File: config.mk
export PLATFORM = sky130hd
export DESIGN_NAME = run_controller
export DESIGN_NICKNAME = d
export VERILOG_FILES = /design/src/rtl/run_ctrl_pkg.sv /design/src/rtl/sat_counter.sv /design/src/rtl/run_controller.sv
export SDC_FILE = /design/constraint.sdc
export NUM_CORES = 1
export LEC_CHECK = 0
export CAP_MARGIN = 20
export CORE_MARGIN = 2
export CORE_UTILIZATION = 44
export DETAILED_ROUTE_END_ITERATION = 10
export PLACE_DENSITY = 0.72
export SYNTH_ARGS = -nofsm -noshare
export SYNTH_HDL_FRONTEND = slang
export SYNTH_SLANG_ARGS = --single-unit
File: constraint.sdc
create_clock -name clk -period 3.6 [get_ports clk]
set_input_delay 0.72 -clock clk [delete_from_list [all_inputs] [get_ports clk]]
set_output_delay 0.72 -clock clk [all_outputs]
set_load 0.005 [all_outputs]
File: src/rtl/run_ctrl_pkg.sv
// Shared definitions for the run controller: state encoding, mode
// constants and the registered output bundle.
package run_ctrl_pkg;

  typedef enum logic [2:0] {
    ST_IDLE    = 3'd0,
    ST_RST_SEQ = 3'd1,
    ST_RUN     = 3'd2,
    ST_PAUSE   = 3'd3,
    ST_DONE    = 3'd4
  } state_t;

  localparam logic [1:0] MODE_RUN_N = 2'b00;
  localparam logic [1:0] MODE_FREE  = 2'b01;
  localparam logic [1:0] MODE_STEP  = 2'b10;

  // Registered controls driven to the datapath and status outputs.
  typedef struct packed {
    logic core_en;
    logic core_reset;
    logic busy;
    logic done;
  } outs_t;

  localparam outs_t OUTS_RESET = '{core_en: 1'b0, core_reset: 1'b1,
                                   busy: 1'b0, done: 1'b0};

  // The unused encoding 11 behaves as run-N.
  function automatic logic [1:0] norm_mode(input logic [1:0] m);
    return (m == 2'b11) ? MODE_RUN_N : m;
  endfunction

endpackage

File: src/rtl/sat_counter.sv
// Up-counter with synchronous clear that sticks at all-ones instead of
// wrapping.
module sat_counter #(
  parameter int W = 16
) (
  input  logic         clk,
  input  logic         reset,
  input  logic         clear,
  input  logic         en,
  output logic [W-1:0] q
);

  // Count enabled cycles; clear has priority over enable.
  always_ff @(posedge clk) begin
    // NOTE: sequential state uses <= so every flop samples pre-edge values.
    if (reset || clear) begin
      q <= '0;
    end else if (en && (q != '1)) begin
      q <= q + W'(1);
    end
  end

endmodule

File: src/rtl/run_controller.sv
// Sequences a datapath through reset, a counted, free or single-step run,
// and a done state, with all outputs registered.
module run_controller
  import run_ctrl_pkg::*;
#(
  parameter int CNT_W          = 16,
  parameter int RST_CYCLES     = 4,
  parameter int DEFAULT_CYCLES = 128
) (
  input  logic             clk,
  input  logic             reset,
  input  logic             start,
  input  logic             halt,
  input  logic             step,
  input  logic [1:0]       mode,
  input  logic [CNT_W-1:0] run_cycles,
  output logic             core_en,
  output logic             core_reset,
  output logic [CNT_W-1:0] cycle_count,
  output logic             busy,
  output logic             done
);

  localparam logic [CNT_W-1:0] DEF_TARGET = CNT_W'(DEFAULT_CYCLES);
  localparam logic [7:0]       RST_LOAD   = 8'(RST_CYCLES - 1);

  state_t           state_q, state_d;
  logic             step_q, step_d;       // current PAUSE cycle is a stepped one
  logic [7:0]       rst_cnt_q, rst_cnt_d;
  logic [1:0]       mode_q, mode_d;
  logic [CNT_W-1:0] target_q, target_d;
  logic [CNT_W-1:0] last_cnt;
  outs_t            outs_q, outs_d;
  logic             start_ok;

  // Count value seen during the final enabled cycle of a run-N.
  assign last_cnt = target_q - CNT_W'(1);

  // The counter advances on exactly the cycles where core_en is high.
  sat_counter #(.W(CNT_W)) u_cycle_cnt (
    .clk   (clk),
    .reset (reset),
    .clear (start_ok),
    .en    (outs_q.core_en),
    .q     (cycle_count)
  );

  // State register plus latched run configuration and registered outputs.
  always_ff @(posedge clk) begin
    if (reset) begin
      state_q   <= ST_IDLE;
      step_q    <= 1'b0;
      rst_cnt_q <= '0;
      mode_q    <= MODE_RUN_N;
      target_q  <= DEF_TARGET;
      outs_q    <= OUTS_RESET;
    end else begin
      state_q   <= state_d;
      step_q    <= step_d;
      rst_cnt_q <= rst_cnt_d;
      mode_q    <= mode_d;
      target_q  <= target_d;
      outs_q    <= outs_d;
    end
  end

  // Next-state and configuration-latch decisions.
  always_comb begin
    // NOTE: defaulting every output first keeps this block free of latches.
    state_d   = state_q;
    step_d    = 1'b0;
    rst_cnt_d = rst_cnt_q;
    mode_d    = mode_q;
    target_d  = target_q;
    start_ok  = 1'b0;
    unique case (state_q)
      ST_IDLE, ST_DONE: begin
        if (start) begin
          start_ok  = 1'b1;
          state_d   = ST_RST_SEQ;
          rst_cnt_d = RST_LOAD;
          mode_d    = norm_mode(mode);
          target_d  = (run_cycles == '0) ? DEF_TARGET : run_cycles;
        end
      end
      ST_RST_SEQ: begin
        if (rst_cnt_q == 8'd0) begin
          state_d = (mode_q == MODE_STEP) ? ST_PAUSE : ST_RUN;
        end else begin
          rst_cnt_d = rst_cnt_q - 8'd1;
        end
      end
      ST_RUN: begin
        if (halt) begin
          state_d = ST_DONE;
        end else if ((mode_q == MODE_RUN_N) && (cycle_count == last_cnt)) begin
          state_d = ST_DONE;
        end
      end
      ST_PAUSE: begin
        // A step arriving during the stepped cycle itself is dropped.
        if (halt) begin
          state_d = ST_DONE;
        end else if (step && !step_q) begin
          step_d = 1'b1;
        end
      end
      default: state_d = ST_IDLE;
    endcase
  end

  // Output values for the coming cycle, decoded from the next state.
  always_comb begin
    outs_d.core_en    = (state_d == ST_RUN) || step_d;
    outs_d.core_reset = (state_d == ST_IDLE) || (state_d == ST_RST_SEQ);
    outs_d.busy       = (state_d == ST_RST_SEQ) || (state_d == ST_RUN) ||
                        (state_d == ST_PAUSE);
    outs_d.done       = (state_d == ST_DONE);
  end

  assign core_en    = outs_q.core_en;
  assign core_reset = outs_q.core_reset;
  assign busy       = outs_q.busy;
  assign done       = outs_q.done;

endmodule

# After elaboration in Yosys (flattened, before gate mapping)
# Cells that the tools add are included.
[totals]
regBits = 50
latchBits = 0
mem_bits_rw = 0
romBits = 0
inputBits = 23
out_inout_bits = 20
wordCells = 62
memories = 0
[classes]
addsub = 3
mul = 0
div = 0
magnitude_cmp = 0
n_eq_ne = 14
n_shift = 0
n_mux = 17
n_bitwise = 0
reduce_logical = 18
[op_table]
columns = ["operator", "count"]
rows = [
  ["$add A16 B1 Y16 const B", 1],
  ["$eq A16 B16 Y1", 1],
  ["$logic_not A16 Y1", 1],
  ["$mux W16", 1],
  ["$mux W8", 2],
  ["$ne A16 B16 Y1 const B", 1],
  ["$pmux W8 S2", 1],
  ["$sub A16 B1 Y16 const B", 1],
  ["$mux W3", 5],
  ["$eq A3 B2 Y1 const B", 4],
  ["$pmux W3 S4", 1],
  ["$logic_not A8 Y1", 1],
  ["$sub A8 B1 Y8 const B", 1],
  ["$eq A3 B1 Y1 const B", 2],
  ["$eq A3 B3 Y1 const B", 2],
  ["$logic_not A3 Y1", 2],
  ["$mux W1", 6],
  ["$logic_or A1 B1 Y1", 5],
  ["$eq A2 B2 Y1 const B", 2],
  ["$ne A2 B2 Y1 const B", 2],
  ["$logic_and A1 B1 Y1", 3],
  ["$reduce_and A3 Y1", 1],
  ["$logic_not A2 Y1", 1],
  ["$mux W2", 1],
  ["4 further kinds", 4],
]

# Logic depth before layout (Yosys ltp)
[logic_depth]
ltp_word = 9
depth_mapped = 10
ltp_nobuf = 9

# Cells and area by module
# From an unflattened synthesis, not the netlist that was laid out.
[unflattened]
cells_unflattened = 324
area_unflattened_um2 = 2741.4
[modules_own_cells]
columns = ["module", "instances", "cells_per_inst", "area_each_um2", "seq_area_each_um2"]
rows = [
  ["run_controller", 1, 229, 1894.3, 680.7],
  ["sat_counter", 1, 95, 847.1, 320.3],
]

# Least setup slack after synthesis
# Ideal clock, no wire load.
[synth_timing]
path_type = "reg2reg"
start = "register target_q[0]"
end = "register outs_q (netlist bit busy)"
setup_ns = 0.120
t_arrival_ns = 2.471
t_required_ns = 3.480
slack_ns = 1.009
stages_incl_launch_ff = 11
n_path_buf = 1
period_less_slack_ns = 2.591
path_cell_list = "dfxtp_1 -> inv_1 -> ha_1 -> or4b_1 -> buf_2 -> nor4_4 -> nor2_1 -> or3_4 -> a2111oi_4 -> a211oi_2 -> or2_1"
[synth_between]
elab_chain_len = 9
elab_cells_between_ends = 11
cone_classes = "1 x add/sub; 4 x eq/ne; 3 x mux; 3 x reduce/logical"
[synth_lines]
columns = ["item", "line_no", "source"]
rows = [
  ["from (decl)", "run_controller.sv:31", "logic [CNT_W-1:0] target_q, target_d;"],
  ["from (signal assigned)", "run_controller.sv:62", "target_q <= target_d;"],
  ["$sub A16 B1 Y16 (*)", "run_controller.sv:37", "assign last_cnt = target_q - CNT_W'(1);"],
  ["$eq A16 B16 Y1 (*)", "run_controller.sv:96", "end else if ((mode_q == MODE_RUN_N) && (cycle_count == last_cnt)) begin"],
  ["$logic_and A1 B1 Y1 (*)", "run_controller.sv:96", ""],
  ["$mux W3 (*)", "run_controller.sv:96", ""],
  ["$mux W3 (*)", "run_controller.sv:94", "if (halt) begin"],
  ["$pmux W3 S4 (*)", "run_controller.sv:76", "unique case (state_q)"],
  ["$eq A3 B1 Y1 / $eq A3 B2 Y1 (equally long branches)", "run_controller.sv:116", "outs_d.busy = (state_d == ST_RST_SEQ) || (state_d == ST_RUN) ||"],
  ["$logic_or A1 B1 Y1", "run_controller.sv:116", ""],
  ["$logic_or A1 B1 Y1 (*)", "run_controller.sv:116", ""],
  ["to (signal assigned)", "run_controller.sv:63", "outs_q <= outs_d;"],
  ["to (decl)", "run_controller.sv:33", "outs_t outs_q, outs_d;"],
]
# Every way passes the cells marked *; elsewhere a longest branch is shown, timed or not.
# A chain may end at the register's enable or synchronous reset.

# Worst setup path after layout
# Same ends and word-level chain as after synthesis.

==> metrics <==
Setup Fix Bufs, Post-CTS 0; Initial Util 45.28%; Max Slew Vio Count 0; Rows 28; WL per Instance 13.45 um; CTS clk-pin slew, worst paths 0.08 ns; final critical-path share of the clock period 77.98%; Worst Skew 0.004524 ns; pin count of the biggest net entering global routing 27; ratio of cells with drive above 1 in the final layout 7.163%; Worst VDD drop 0.1886 mV; H-tree depth 2; Final ANT Viol Nets 0; Syn. warnings 0; fmax 356.2 MHz; Crit path required time 3.79 ns; dpl hpwl 4526 um; Synth cell types 58; number of global-route vias before repair 2196; Total Nets Final 391; routed vias 2400; crit end category register; power density cells 458.5 nW/um2; gr usage total 19.08%; CTS Hold Bufs 0; gr ovfl total 0; crit path time final 2.807 ns; post-route setup TNS 0 ns; # port buffers 42; # IOs 43; Top FF cell, synth dfxtp_1; initial antenna violation count 0; P_leak 1.099 nW; Slew HR 47.45%; total wire length 5891 um; min-delay worst type reg2reg; Sink Count 50; outcome complete, no violations; Die Y 81.83 um; gpl congestion 0.8460; syn_area_per_cell 8.150 um2; asr flop ratio synth 0%; Die Width 81.83 um; post-cts resize count 0; Mapped Area 2665 um2; Residual DRC 0; CTS tree yes; core area 5886 um2; drt pass-1 iters 4; Clock Latency Late Sink 0.30 ns; critical path fanouts, max 6; startpoint types register; RSZ-0062 raised after global routing false; Layout area overhead 20.61%; clock buffer depth 2; Seq/Total Area, Yosys 37.56%; initial DRC count 88; syn_nets 354; final setup fails 0; max-cap viol count 0; actual slew at the worst max-slew pin 0.7882 ns; number of synthesized flops with an enable pin 0; vias per std cell 5.479; fin util 54.61%; Gate Count Post-Synth 327; antenna cells 0; die area 6695 um2; #FFs+latches synth 50; slack of the worst reg-to-reg path 0.79 ns; Fin. Hold Viols 0; first-pass GRT wire length 9867 um; Setup CP Type reg2reg; clk root buf clkbuf_8; number of buffers created by CTS 5; Final Hold Slack 0.4725 ns; post-route total power 1.474 mW; critical path arrival 3.00 ns
==> layout by cell type, fill, tap and decap left out, drive strengths merged, types with 2 or more instances in the layout <==
cell and n:
nor4 14, o21ai 5, nand2b 3, or2 5, nor4b 2, xnor2 16
nand2 45, a31oi 2, ha 4, o211ai 2, nand4 3, clkbuf 6
xor2 16, a21oi 28, mux2i 3, and2 2, buf 3, a311oi 2
dfxtp 50, inv 8, and4 2, nand3 11, or3 7, a211oi 3
and3 2, or3b 3, o31ai 2, nor3 10, clkdlybuf4s50 42, nor2 41
nand3b 3
==> per-stage QoR <==
step	instance area (um2)	setup slack (ns)	std cells
after global placement	3132	0.8940	432
after detailed placement	3132	0.8218	432
final	3214	0.7927	438
after floorplan	2665	1.009	327
after global routing	3214	0.6610	438
after CTS	3214	0.8148	438
==> synthesized netlist by cell type (2+ instances only) <==
| library cell | count | area (um2) |
|---|---|---|
| dfxtp_1 | 50 | 1001 |
| nand2_1 | 45 | 168.9 |
| nor2_1 | 41 | 153.9 |
| a21oi_1 | 28 | 140.1 |
| xnor2_1 | 16 | 140.1 |
| xor2_1 | 16 | 140.1 |
| nor4_1 | 12 | 75.07 |
| nand3_1 | 11 | 55.05 |
| clkbuf_1 | 10 | 37.54 |
| nor3_1 | 10 | 50.05 |
| inv_1 | 8 | 30.03 |
| o21ai_0 | 5 | 25.02 |
| or3_1 | 5 | 31.28 |
| ha_1 | 4 | 50.05 |
| or2_2 | 4 | 25.02 |
| mux2i_1 | 3 | 30.03 |
| nand2b_1 | 3 | 18.77 |
| nand3b_1 | 3 | 22.52 |
| nand4_1 | 3 | 18.77 |
| or3b_2 | 3 | 26.28 |
| a211oi_1 | 2 | 15.01 |
| a311oi_1 | 2 | 17.52 |
| a31oi_1 | 2 | 12.51 |
| and2_1 | 2 | 12.51 |
| and3_1 | 2 | 12.51 |
| and4_1 | 2 | 17.52 |
| buf_2 | 2 | 10.01 |
| nor4b_1 | 2 | 17.52 |
| o211ai_1 | 2 | 15.01 |
==> sequential cells by signal (all words and copies together), names as in the netlist, 2 cells and up <==
register	flops
state_q	3
u_cycle_cnt.q	16
mode_q	2
target_q	16
rst_cnt_q	8
==> layout make-up <==
cell class | count | area (um2)
clock buffer | 6 | 82.58
fill | 595 | 2671
inverter | 8 | 30.03
multi-input combinational | 254 | 1564
sequential | 50 | 1001
tap | 75 | 93.84
timing repair buffer | 45 | 442.9
==> power by group <==
group / switching [mW] / internal, mW / leakage [nW]
combinational: 0.250 / 0.215 / 0.649
sequential: 0.0745 / 0.616 / 0.407
clock: 0.170 / 0.148 / 0.0431
==> worst max-delay path, stage by stage, from the launching register on <==
cell and delay, ns:
dfxtp_1 0.36, inv_1 0.07, ha_1 0.23, or4b_1 0.61, nor4_4 0.28, nor2_1 0.08, or3_4 0.40, a2111oi_4 0.28
a211oi_2 0.15, or2_1 0.25
==> layer usage <==
metal  global-route usage, %  part of all wire, %
met1                   25.71                   49
met2                   29.84                   44
met3                   4.396                  4.7
met4                   6.833                  2.3
met5                       0                    0
==> worst paths after layout <==
check                                  from        end  depth (start not counted)
worst max-delay path            target_q[0]       busy                          9
worst min-delay path              mode_q[0]  mode_q[0]                          2
worst max register to register  target_q[0]       busy                          9
worst min register to register    mode_q[0]  mode_q[0]                          2
==> cell families (layout without fill, tap and decap cells) <==
logic type,count (synthesis),after routing,synth area share (%)
muxes,3,3,1.127
AOI/OAI and AO/OA,57,57,14.65
and+or+nand+nor,158,158,30.52
xor gates and xnor gates,32,32,10.52
DFF,50,50,37.56
adders and majority gates,4,4,1.878
buffers and inverters,23,59,3.756
No activity file was read; power rests on OpenSTA's default activity.
